<file path="config.mk">
export PLATFORM = sky130hd
export DESIGN_NAME = audio_i2s_dac_tx
export DESIGN_NICKNAME = d
export VERILOG_FILES = /design/src/rtl/audio_i2s_dac_tx.sv
export SDC_FILE = /design/constraint.sdc
export NUM_CORES = 1
export LEC_CHECK = 0
export BUFFER_PORTS_ARGS = -buffer_cell sky130_fd_sc_hd__buf_2
export CAP_MARGIN = 25
export CORE_MARGIN = 2
export CORE_UTILIZATION = 55
export DETAILED_ROUTE_END_ITERATION = 8
export PLACE_DENSITY_LB_ADDON = 0.12
export SLEW_MARGIN = 20
export SYNTH_ARGS = -nofsm -noshare
export SYNTH_HDL_FRONTEND = slang
export SYNTH_SLANG_ARGS = --single-unit
</file>
<file path="constraint.sdc">
create_clock -name AUDIO_CLK -period 5 [get_ports AUDIO_CLK]
set_input_delay 0.75 -clock AUDIO_CLK [delete_from_list [all_inputs] [get_ports AUDIO_CLK]]
set_output_delay 0.75 -clock AUDIO_CLK [all_outputs]
set_load 0.005 [all_outputs]
</file>
<file path="src/rtl/audio_i2s_dac_tx.sv">
// audio_i2s_dac_tx: I2S DAC transmitter. It double-buffers samples into a frame register,
// signals sample requests to the synth, and counts underruns.
module audio_i2s_dac_tx #(
    parameter int AUD_BIT_DEPTH = 24,
    parameter int SLOT_BITS     = 32,
    parameter int BCLK_DIV      = 4
) (
    input  logic                     AUDIO_CLK,
    input  logic                     reset_data,
    input  logic                     enable,
    input  logic [AUD_BIT_DEPTH-1:0] lsound_in,
    input  logic [AUD_BIT_DEPTH-1:0] rsound_in,
    input  logic                     sample_valid,
    output logic                     sample_req,
    output logic                     AUD_BCLK,
    output logic                     AUD_DACLRCK,
    output logic                     AUD_DACDAT,
    output logic                     underrun,
    output logic [7:0]               underrun_cnt
);
    localparam int FW  = 2 * SLOT_BITS;
    localparam int BW  = $clog2(FW);
    localparam int DW  = $clog2(BCLK_DIV);
    localparam int PAD = SLOT_BITS - AUD_BIT_DEPTH;

    logic [DW-1:0]            div_cnt;
    logic [BW-1:0]            bit_cnt, bit_nxt;
    logic [AUD_BIT_DEPTH-1:0] hold_l, hold_r;
    logic [FW-1:0]            frame;
    logic [SLOT_BITS-1:0]     slot_l, slot_r;
    logic                     fresh, tc, fall, cap;

    assign tc      = div_cnt == DW'(BCLK_DIV - 1);
    assign fall    = enable && tc && AUD_BCLK;
    assign cap     = fall && bit_cnt == BW'(FW - 1);
    assign bit_nxt = bit_cnt == BW'(FW - 1) ? '0 : bit_cnt + 1'b1;
    assign slot_l  = SLOT_BITS'(hold_l) << PAD;
    assign slot_r  = SLOT_BITS'(hold_r) << PAD;

    always_ff @(posedge AUDIO_CLK or posedge reset_data) begin
        if (reset_data) begin
            div_cnt      <= '0;
            bit_cnt      <= BW'(FW - 1);
            hold_l       <= '0;
            hold_r       <= '0;
            frame        <= '0;
            fresh        <= 1'b0;
            sample_req   <= 1'b0;
            AUD_BCLK     <= 1'b0;
            AUD_DACLRCK  <= 1'b0;
            AUD_DACDAT   <= 1'b0;
            underrun     <= 1'b0;
            underrun_cnt <= '0;
        end else begin
            sample_req <= 1'b0;
            underrun   <= 1'b0;
            if (sample_valid) begin
                hold_l <= lsound_in;
                hold_r <= rsound_in;
            end
            // a write coinciding with a capture survives into the next frame
            fresh <= sample_valid || (fresh && !cap);
            if (!enable) begin
                div_cnt     <= '0;
                bit_cnt     <= BW'(FW - 1);
                AUD_BCLK    <= 1'b0;
                AUD_DACLRCK <= 1'b0;
                AUD_DACDAT  <= 1'b0;
            end else begin
                div_cnt <= tc ? '0 : div_cnt + 1'b1;
                if (tc)
                    AUD_BCLK <= !AUD_BCLK;
                if (fall) begin
                    bit_cnt     <= bit_nxt;
                    AUD_DACLRCK <= bit_nxt >= BW'(SLOT_BITS);
                    // old bit_cnt is k-1, giving the one-BCLK I2S delay; k=0 reads the old frame's LSB
                    AUD_DACDAT  <= frame[BW'(FW - 1) - bit_cnt];
                end
                if (cap) begin
                    frame      <= {slot_l, slot_r};
                    sample_req <= 1'b1;
                    if (!fresh) begin
                        underrun <= 1'b1;
                        if (underrun_cnt != 8'hFF)
                            underrun_cnt <= underrun_cnt + 1'b1;
                    end
                end
            end
        end
    end
endmodule

</file>
==> flow_metrics.tcl <==
set metrics [dict create \
    ys_async_sr_fraction 1.00 \
    synthToLayoutAreaGrowth_pct 18.8 \
    grt_antenna_before_repair 0 \
    cts-root-buf "clkbuf_8" \
    synth_edf_count 0 \
    ctsResizeCount 0 \
    dr.first_iter.drc_count 103 \
    grt_pass1_vias 3090 \
    die_height_um 99.1 \
    worstSkewPairLatency_ns 0.50 \
    wl_per_cell_um 16.2 \
    synth.avg_cell_area_um2 15.2 \
    cts_tree "done" \
    crit_path_top_delay_cell "nor2_4" \
    numClockSinks 118 \
    setup_viol 0 \
    die_w_um 99.1 \
    synth-seq-cells 118 \
    gp_congestion 0.872 \
    hold_buffers 0 \
    design.die.area_mm2 0.00982 \
    clk_pin_slew_ns 0.05 \
    finalMaxSlewViolations 0 \
    grt_pass1_wl_um 14900 \
    drt-met1-wl_um 3820 \
    fin_nets 452 \
    relSlewSlack 0.353 \
    num_rows 34 \
    setup_tns_ns 0 \
    crit_chain "ha_1 > nand4_1 > nor2_4 > buf_4 > mux2_2" \
    vias 2889 \
    syn_nets 383 \
    layout_common_cells "112 x dfrtp_1, 97 x mux2_2, 64 x buf_2" \
    ctsLongestPathBuffers 2 \
    htreeDepth 4 \
    fmax_ghz 0.319 \
    grt.total_usage 0.195 \
    setup.worst_path.class "reg2reg" \
    period_share 0.627 \
    overflow 0 \
    slowest_delay_ns 0.86 \
    status "finished clean" \
    first_pass_iters 4 \
    hold_path_class "in2async" \
    critPathMaxFanout 35 \
    ir_drop_mv 0.263 \
    multiInputGateArea_mm2 0.00193 \
    cp-start-kind "flip-flop" \
    wl_met2_um 4110 \
    holdWs_ns 0.395 \
    final_common_cell "dfrtp_1" \
    rsz0062_at_grt "false" \
    diodes 0 \
    post_cts_buffers 0 \
    start_util 0.567 \
    grt_max_degree 86 \
    met3_length_um 310 \
    coreArea_mm2 0.00876 \
    seq_area_mm2 0.00296 \
    power_density_mw_per_mm2 384 \
    yosysSeqAreaShare 0.595 \
    hold_viol_final 0 \
    period_needed_ns 3.14 \
    drv_cap 0 \
    syn_area_mm2 0.00497 \
    synthFlopType "dfrtp_1" \
    path_buf_inv 1 \
    fillers 653 \
    pin_count 65 \
    skew_ns 0.00597 \
    post-dp-hpwl_um 5550 \
    top_layer "met4" \
    synthCells 328 \
    drtAntennaViolNets 0 \
    drc 0 \
    drive_gt1_frac 0.506 \
    path_delay_family "simple AND/OR/NAND/NOR gates" \
    vias_per_cell 5.59 \
    port_buffers 64 \
    p_leak_nw 2.87 \
    ys_types 42 \
    critPathRequiredTime_ns 5.38 \
    yosys_warnings 0 \
    worstPathArrival_ns 3.51 \
    end_kind "flip-flop" \
    tightest_slew_ns 0.969 \
    drt-total-wl_um 8370 \
    cts_buffers 17 \
]
## metrics by stage
stage / cells / total power (W) / setup WS [ns] / area [µm²] / util
2_1_floorplan: 328 / 0.00120 / 1.13 / 4970 / -
3_3_place_gp: 485 / 0.00125 / 1.91 / 5370 / 0.613
3_5_place_dp: 486 / 0.00125 / 1.86 / 5390 / 0.615
4_1_cts: 517 / 0.00229 / 1.84 / 5900 / 0.674
5_1_grt: 517 / 0.00237 / 1.62 / 5910 / 0.674
6_report: 517 / 0.00227 / 1.86 / 5910 / 0.674
## cell families after synthesis
| family | after synthesis | synth area share |
|---|---|---|
| simple gates | 43 | 0.0478 |
| fa+ha+maj | 3 | 0.00755 |
| mux | 113 | 0.278 |
| compound gates | 20 | 0.0320 |
| buf+inv | 19 | 0.0186 |
| xor+xnor | 12 | 0.0211 |
| flops | 118 | 0.595 |
## final timing paths
path | depth (start not counted) | slack [ns] | endpoint | start
max reg2reg | 5 | 1.86 | frame[59] | bit_cnt[0]
max in group asynchronous | 3 | 3.68 | bit_cnt[1] | reset_data
min in group AUDIO_CLK | 1 | 0.44 | div_cnt[0] | div_cnt[0]
max | 5 | 1.86 | frame[59] | bit_cnt[0]
min reg2reg | 1 | 0.44 | div_cnt[0] | div_cnt[0]
min | 2 | 0.40 | hold_r[11] | reset_data
## sequential cells by signal (all words and copies together) (netlist names)
register,flops
hold_r,24
fresh,1
bit_cnt,6
AUD_BCLK,1
sample_req,1
hold_l,24
frame,48
underrun,1
underrun_cnt,8
AUD_DACLRCK,1
div_cnt,2
AUD_DACDAT,1
## Yosys cell counts (3+ instances only)
library cell,instances,area share
mux4_1,4,0.021
nor2b_1,3,0.0038
mux4_2,5,0.023
xor2_1,7,0.012
nand2_1,10,0.0075
buf_2,8,0.0081
dfstp_2,6,0.032
buf_1,4,0.0030
mux2i_1,7,0.014
and3_1,3,0.0038
nor2_1,5,0.0038
ha_1,3,0.0075
xnor2_1,5,0.0088
clkbuf_1,3,0.0023
nand4_1,7,0.0088
o21ai_0,4,0.0040
mux2_2,97,0.22
dfrtp_1,112,0.56
o211ai_1,3,0.0045
and2_1,3,0.0038
## per-layer routing
metal / track usage / vias to the layer above
met2: 0.302 / 61
met3: 0.0574 / 14
li1: - / 1344
met4: 0.0790 / 0
met1: 0.260 / 1470
met5: 0 / -
## power by group
| group | leakage [nW] | internal (W) | switching [W] |
|---|---|---|---|
| sequential | 1.50 | 0.00104 | 0.0000441 |
| combinational | 1.11 | 0.0000961 | 0.0000585 |
| clock | 0.256 | 0.000639 | 0.000394 |
## cell type report
class | count | share of cell area
clock buffer | 22 | 0.0784
timing repair buffer | 67 | 0.0602
clock inverter | 9 | 0.00911
inverter | 2 | 0.00212
tap | 108 | 0.0229
sequential | 118 | 0.501
multi-input combinational | 191 | 0.326
Power figures use the tool's default switching activity.
